`src/rtl/timer_counter.sv`:
```
// Timer counting stage: prescaler, 64-bit up-counter with half-word loads,
// debug halt handshake and wrap detection.
module timer_counter #(
    parameter int unsigned CNT_W   = 64,
    parameter int unsigned DIV_MAX = 8
) (
    input  logic                 clk,
    input  logic                 rst,
    input  logic                 timer_en,
    input  logic                 div_en,
    input  logic [3:0]           div_val,
    input  logic                 dbg_mode,
    input  logic                 halt_req,
    input  logic                 timer_en_h_l,
    input  logic                 tdr0_load,
    input  logic                 tdr1_load,
    input  logic [CNT_W/2-1:0]   tdr0_data,
    input  logic [CNT_W/2-1:0]   tdr1_data,
    output logic [CNT_W-1:0]     cnt_value,
    output logic                 halt_ack,
    output logic                 cnt_wrap
);

    localparam int unsigned HALF_W = CNT_W / 2;
    localparam int unsigned DV_W   = 4;

    logic [DV_W-1:0]    div_val_q;
    logic [DV_W-1:0]    div_eff;
    logic [DIV_MAX:0]   div_period;
    logic [DIV_MAX-1:0] div_term;
    logic [DIV_MAX-1:0] div_cnt;
    logic               active;
    logic               div_bypass;
    logic               div_changed;
    logic               div_done;
    logic               tick;
    logic               any_load;

    // Tick qualification: clamp the ratio, detect terminal count and config changes.
    always_comb begin
        div_eff     = (div_val > DV_W'(DIV_MAX)) ? DV_W'(DIV_MAX) : div_val;
        div_period  = (DIV_MAX+1)'(1) << div_eff;
        div_term    = div_period[DIV_MAX-1:0] - DIV_MAX'(1);
        active      = timer_en & ~halt_ack;
        div_bypass  = ~div_en | (div_val == DV_W'(0));
        div_changed = (div_val != div_val_q);
        div_done    = ~div_changed & (div_cnt == div_term);
        tick        = active & (div_bypass | div_done);
        any_load    = tdr0_load | tdr1_load;
    end

    // Halt handshake; acknowledged only in debug mode.
    always_ff @(posedge clk) begin
        if (rst) begin
            halt_ack <= 1'b0;
        end else begin
            halt_ack <= halt_req & dbg_mode;
        end
    end

    // Prescaler: restarts on disable or ratio change, keeps its phase while halted.
    always_ff @(posedge clk) begin
        if (rst) begin
            div_cnt   <= '0;
            div_val_q <= '0;
        end else begin
            div_val_q <= div_val;
            if (!timer_en || !div_en || div_changed) begin
                div_cnt <= '0;
            end else if (halt_ack) begin
                div_cnt <= div_cnt;
            end else if (div_cnt == div_term) begin
                div_cnt <= '0;
            end else begin
                div_cnt <= div_cnt + DIV_MAX'(1);
            end
        end
    end

    // Counter: clear beats load, load beats tick (coincident tick is dropped).
    always_ff @(posedge clk) begin
        if (rst) begin
            cnt_value <= '0;
        end else if (timer_en_h_l) begin
            cnt_value <= '0;
        end else if (any_load) begin
            if (tdr0_load) begin
                cnt_value[HALF_W-1:0] <= tdr0_data;
            end
            if (tdr1_load) begin
                cnt_value[CNT_W-1:HALF_W] <= tdr1_data;
            end
        end else if (tick) begin
            cnt_value <= cnt_value + CNT_W'(1);
        end
    end

    // Wrap pulse only for an actual increment out of all-ones.
    always_ff @(posedge clk) begin
        if (rst) begin
            cnt_wrap <= 1'b0;
        end else begin
            cnt_wrap <= tick & ~timer_en_h_l & ~any_load & (&cnt_value);
        end
    end

endmodule

```
`config.mk`:
```
export PLATFORM = sky130hd
export DESIGN_NAME = timer_counter
export DESIGN_NICKNAME = d
export VERILOG_FILES = /design/src/rtl/timer_counter.sv
export SDC_FILE = /design/constraint.sdc
export NUM_CORES = 1
export LEC_CHECK = 0
export CAP_MARGIN = 20
export CORE_MARGIN = 4
export CORE_UTILIZATION = 40
export CTS_CLUSTER_SIZE = 12
export DETAILED_ROUTE_END_ITERATION = 7
export PLACE_DENSITY = 0.71
export SYNTH_ARGS = -nofsm -noshare
export SYNTH_HDL_FRONTEND = slang
export SYNTH_SLANG_ARGS = --single-unit
```
`constraint.sdc`:
```
create_clock -name clk -period 5.9 [get_ports clk]
set_input_delay 0.59 -clock clk [delete_from_list [all_inputs] [get_ports clk]]
set_output_delay 0.59 -clock clk [all_outputs]
set_load 0.02 [all_outputs]
```
After elaboration in Yosys (flattened, before gate mapping)
Index checks and enable logic that the tools add are counted.
{ "op_classes": {"n_addsub": 3, "n_lt_le_gt_ge": 1, "n_eq_ne": 4, "shifts": 1, "muxes": 6, "bitwise_logic": 15, "reduce_logical": 11} }
{ "ops": {"columns": ["op", "count"], "rows": [
  ["64-bit 2-to-1 mux", 2],
  ["64-bit by 1-bit adder with 64-bit output (second input constant)", 1],
  ["32-bit 2-to-1 mux", 2],
  ["64-bit AND reduction", 1],
  ["8-bit by 1-bit adder with 8-bit output (second input constant)", 1],
  ["8-bit equality test", 1],
  ["8-bit 2-to-1 mux", 1],
  ["1-bit by 4-bit << shifter with 8-bit output (first input constant)", 1],
  ["8-bit by 1-bit subtractor with 8-bit output (second input constant)", 1],
  ["1-bit bitwise AND", 7],
  ["1-bit NOT", 5],
  ["4-bit > comparator (second input constant)", 1],
  ["4-bit logical NOT", 1],
  ["4-bit 2-to-1 mux", 1],
  ["2-bit inequality test (second input constant)", 2],
  ["4-bit inequality test", 1],
  ["2-bit AND reduction", 2],
  ["2-bit OR reduction", 2],
  ["1-bit bitwise OR", 3],
  ["1-bit logical NOT", 2],
  ["1-bit logical OR", 2],
  ["2-bit nonzero test", 1]
]} }
{ "totals": {"ff_bits": 78, "in_bits": 77, "wordCells": 47} }

Depth between registers and ports, before layout
{ "depth": {"ltp_word": 11, "mapped_depth": 12, "ltp_nobuf": 9} }

Worst setup path after synthesis
Ideal clock, no wire load.
{ "synth_path": {"path_type": "input -> register", "from": "in div_val[3]", "to": "reg cnt_value[59]", "setup_time_ns": 0.132, "arrival_ns": 3.672, "setup_slack_ns": 2.096, "cell_stages": 11, "n_path_buf": 2, "path_cell_list": "clkbuf_1 > or4b_2 > ha_1 > xnor2_1 > xnor2_1 > or4_1 > o41a_1 > buf_2 > or4_1 > nand3_1 > a21oi_1"} }
{ "synth_between": {"elab_chain_cells": 10, "word_cells_on_any_way": 14, "classes_between": "1 x add/sub; 1 x order compare; 2 x eq/ne; 1 x shift; 1 x mux; 5 x bitwise; 3 x reduce/logical"} }
{ "synth_lines": {"columns": ["item", "line_no", "text"], "rows": [
  ["start: declaration", "11", "input logic [3:0] div_val,"],
  ["4-bit > comparator", "41", "div_eff = (div_val > DV_W'(DIV_MAX)) ? DV_W'(DIV_MAX) : div_val;"],
  ["4-bit 2-to-1 mux", "41", null],
  ["1-bit by 4-bit << shifter with 8-bit output", "42", "div_period = (DIV_MAX+1)'(1) << div_eff;"],
  ["8-bit by 1-bit subtractor with 8-bit output", "43", "div_term = div_period[DIV_MAX-1:0] - DIV_MAX'(1);"],
  ["8-bit equality test", "47", "div_done = ~div_changed & (div_cnt == div_term);"],
  ["1-bit bitwise AND", "47", null],
  ["1-bit bitwise OR *", "48", "tick = active & (div_bypass | div_done);"],
  ["1-bit bitwise AND *", "48", null],
  ["2-bit nonzero test (no line) *", null, null],
  ["2-bit AND reduction (no line) *", null, null],
  ["end signal: indexed assignment", "88", "cnt_value[HALF_W-1:0] <= tdr0_data;"],
  ["end signal: indexed assignment", "91", "cnt_value[CNT_W-1:HALF_W] <= tdr1_data;"],
  ["end signal: assignment", "94", "cnt_value <= cnt_value + CNT_W'(1);"],
  ["end: declaration", "19", "output logic [CNT_W-1:0] cnt_value,"]
]} }
Mark *: on every way between the ends. The rest lies on a longest branch, timed or not.
A chain may end at the register's enable or synchronous reset.

Final worst setup path
{ "layout_path": {"from": "in div_val[3]", "to": "reg cnt_value[46]"} }
The elaborated chain is that of the path after synthesis.

==> results.md <==
* Sink Count at between 70 and 80
* Post-DRT Antenna Nets at 0
* Final Hold Vio Count at 0
* Fmax at 215 MHz
* RSZ-0062 raised after global routing: no
* Crit Path Category: in2reg
* Largest family of logic cells by synthesized area: simple AND/OR/NAND/NOR gates
* CP cell instances: clkdlybuf4s50_1, or4b_2, ha_1, xnor2_1, xnor2_1, or4_1, o41a_2, buf_4, nand2b_1, or4_1, a31oi_1
* Global Route Usage Sum at 0.226
* Largest net degree at the start of global routing at 49
* Final period utilization at 0.790
* Cts bufs inserted at 9
* Syn_nets at roughly 650
* Area of the core at between 10000 and 15000 µm²
* Resized Gates After CTS at 0
* Port buffer count at 142
* # IOs at 143
* Ys async rst share at 0
* Nets at between 700 and 800
* Buffers plus inverters on the worst setup path at 2
* Vias post-DR at just over 5000
* Antenna violations before repair at 0
* Worst Tran Pin Value at a little over 1 ns
* TritonCTS clock tree: done
* Root buf cell: clkbuf_16
* Hold buffer count at CTS at 0
* Crit-path leading delay family: simple AND/OR/NAND/NOR gates
* Flops & latches, synth at 78
* Final setup vio count at 0
* Drc violations at 0
* Crit path DAT at between 4 and 5 ns
* Placer Congestion at about 0.86
* Pre-CTS WS at ~0.9 ns
* Startpoint types: input pin
* Post-synthesis mux area share at 0.00443
* Critical path's slowest cell: or4b_2
* Hold Path Class: reg2reg
* Maximum VDD drop at 0.155 mV
* Tmin final at between 4 and 5 ns
* Grt total ovfl at 0
* Worst-path clk slew at about 0.060 ns
* Initial DRC count at just over 300
* Simple-Gate Fraction of Synth Area at 0.267
* Row Count at 38
* Synth Area in XOR/XNOR at 0.0853
* WL final at 15200 µm
* Synth Area in Compound Gates at 0.245
* Status: completed
* Via-to-Cell Ratio at around 6.0
* Final Core Density at 0.579
* Die Y at ~110 µm
* Ys Warns at 0
* CTS H-tree lvls at 3
* Predominant post-synthesis flop cell: dfxtp_1
* CP max FO at 42
* Mapped Area at between 4000 and 5000 µm²
* Leakage at approximately 1.9 nW
* Die Area at 13100 µm²
* Starting density of the core at 0.413
* Worst-Skew Late Latency at approximately 0.33 ns
* ANT cells at 0
* Synth Area in Adders at 0.00831
* Number of synthesized flops with an enable pin at 0
* Area Overhead vs Synth at 40.2%
* Worst hold margin at between 0.5 and 0.6 ns
* Post-synth cell types at 61
* Synthesized instance count at 572
* Post-CTS Setup Repair Bufs at 0
* Die Wd at roughly 110 µm
* CP required at 6.15 ns
* Crit-path max cell delay at 0.72 ns
* Slew margin rel. at 0.310
* Avg WL per Cell at between 15 and 20 µm
* Final WS setup at about 1.2 ns
* Slew Limit Fails at 0
* Final Skew at 0.00785 ns
* HPWL Detailed at between 10000 and 15000 µm
* Sequential share of the synthesized area at 0.346
* Clock buffer depth at 2
* Setup TNS at 0 ns
* MaxCap Viol Count at 0
* Worst Setup End Kind: register
* Number of global-route vias before repair at just under 5000
* First-pass GRT wire length at about 24000 µm
* P per Cell Area at roughly 220 nW/µm²
* Ratio of cells with drive above 1 in the final layout at 0.0529
* First drt pass iteration count at 5
* Avg Cell Area, Syn at 7.89 µm²
-- cells in the final DEF, fill, tap and decap left out, drive strengths merged, types with 6 or more instances in the layout --
master / count
clkdlybuf4s50: 141
dfxtp: 78
o21ai: 50
nand2: 45
a21oi: 43
xnor2: 38
nor2: 34
nor3: 32
nand3: 30
a211oi: 21
nand4: 18
and3: 14
nor4: 13
a311oi: 12
clkbuf: 12
buf: 10
or3: 7
o22ai: 6
nor2b: 6
xor2: 6
-- cell usage after synthesis (all sizes together) (3+ instances only) --
cell type   n  area, µm²
o21ai      50        250
dfxtp      78       1560
inv         5       18.8
nor4       13       87.6
or4         4       33.8
a31oi       5       31.3
o22ai       6       37.5
nand2      45        169
nand4      18        113
xor2        6       52.6
nor3       32        170
clkbuf     29        109
a211oi     21        158
nor4b       5       56.3
o21a        5       37.5
or3         7       43.8
and3       14       87.6
nor2b       6       37.5
xnor2      38        333
ha          3       37.5
or2         3       18.8
buf        10       65.1
o211ai      3       22.5
o311ai      4       35.0
a21oi      43        215
nand3      30        150
o31ai       4       30.0
a311oi     12        105
a22oi       3       22.5
nor2       34        128
and4        5       43.8
a211o       3       26.3
-- registers in the layout, indices dropped and copies added (netlist names) --
name and count:
cnt_wrap 1, halt_ack 1, div_val_q 4, cnt_value 64
div_cnt 8
-- metal layers --
layer,global-route usage,part of all wire,up-vias
met2,0.377,0.48,214
met1,0.295,0.44,2420
li1,-,-,2400
met3,0.0428,0.065,19
met5,0,0,-
met4,0.0744,0.013,0
-- final timing paths --
| path | start | to | slack, ns | cells past startpoint |
|---|---|---|---|---|
| worst max-delay path | div_val[3] | cnt_value[46] | 1.24 | 11 |
| worst min-delay path | cnt_value[63] | cnt_wrap | 0.52 | 2 |
| worst max register to register | div_cnt[3] | cnt_value[46] | 2.68 | 8 |
| worst min register to register | cnt_value[63] | cnt_wrap | 0.52 | 2 |
-- area by class of cell --
class	instances	area, µm²
Fill cell	1034	4600
Inverter	7	26.3
Clock inverter	4	70.1
Tap cell	140	175
Timing Repair Buffer	151	1490
Clock buffer	12	246
Multi-Input combinational cell	448	2760
Sequential cell	78	1560
-- per-stage QoR --
| stage | area, µm² | power, mW | instances |
|---|---|---|---|
| final | 6330 | 1.39 | 840 |
| after global routing | 6330 | 1.44 | 840 |
| after CTS | 6320 | 1.39 | 839 |
| after detailed placement | 6000 | 0.803 | 823 |
| after global placement | 6000 | 0.799 | 823 |
| after floorplan | 4520 | 0.687 | 572 |
-- worst register-to-register path, stage by stage, from the launching register on --
cell and delay [ns]:
dfxtp_1 0.36, xor2_1 0.17, o31a_1 0.25, or4_1 0.42
o41a_2 0.47, buf_4 0.28, nand2b_1 0.43, or4_1 0.58
a31oi_1 0.18
-- report_power, final --
group	internal, mW	switching [mW]	leakage (nW)
clock	0.381	0.214	0.157
combinational	0.111	0.110	1.15
sequential	0.547	0.0270	0.638
total	1.04	0.351	1.95
-- cell families after synthesis --
| logic type | count (synthesis) |
|---|---|
| buffers and inverters | 46 |
| multiplexers | 2 |
| adder cells (fa/ha/maj) | 3 |
| AND/OR/NAND/NOR | 225 |
| XOR/XNOR | 44 |
| AO/OA/AOI/OAI | 174 |
| flip-flops | 78 |
Note: power is estimated with default switching activity, not from simulation.
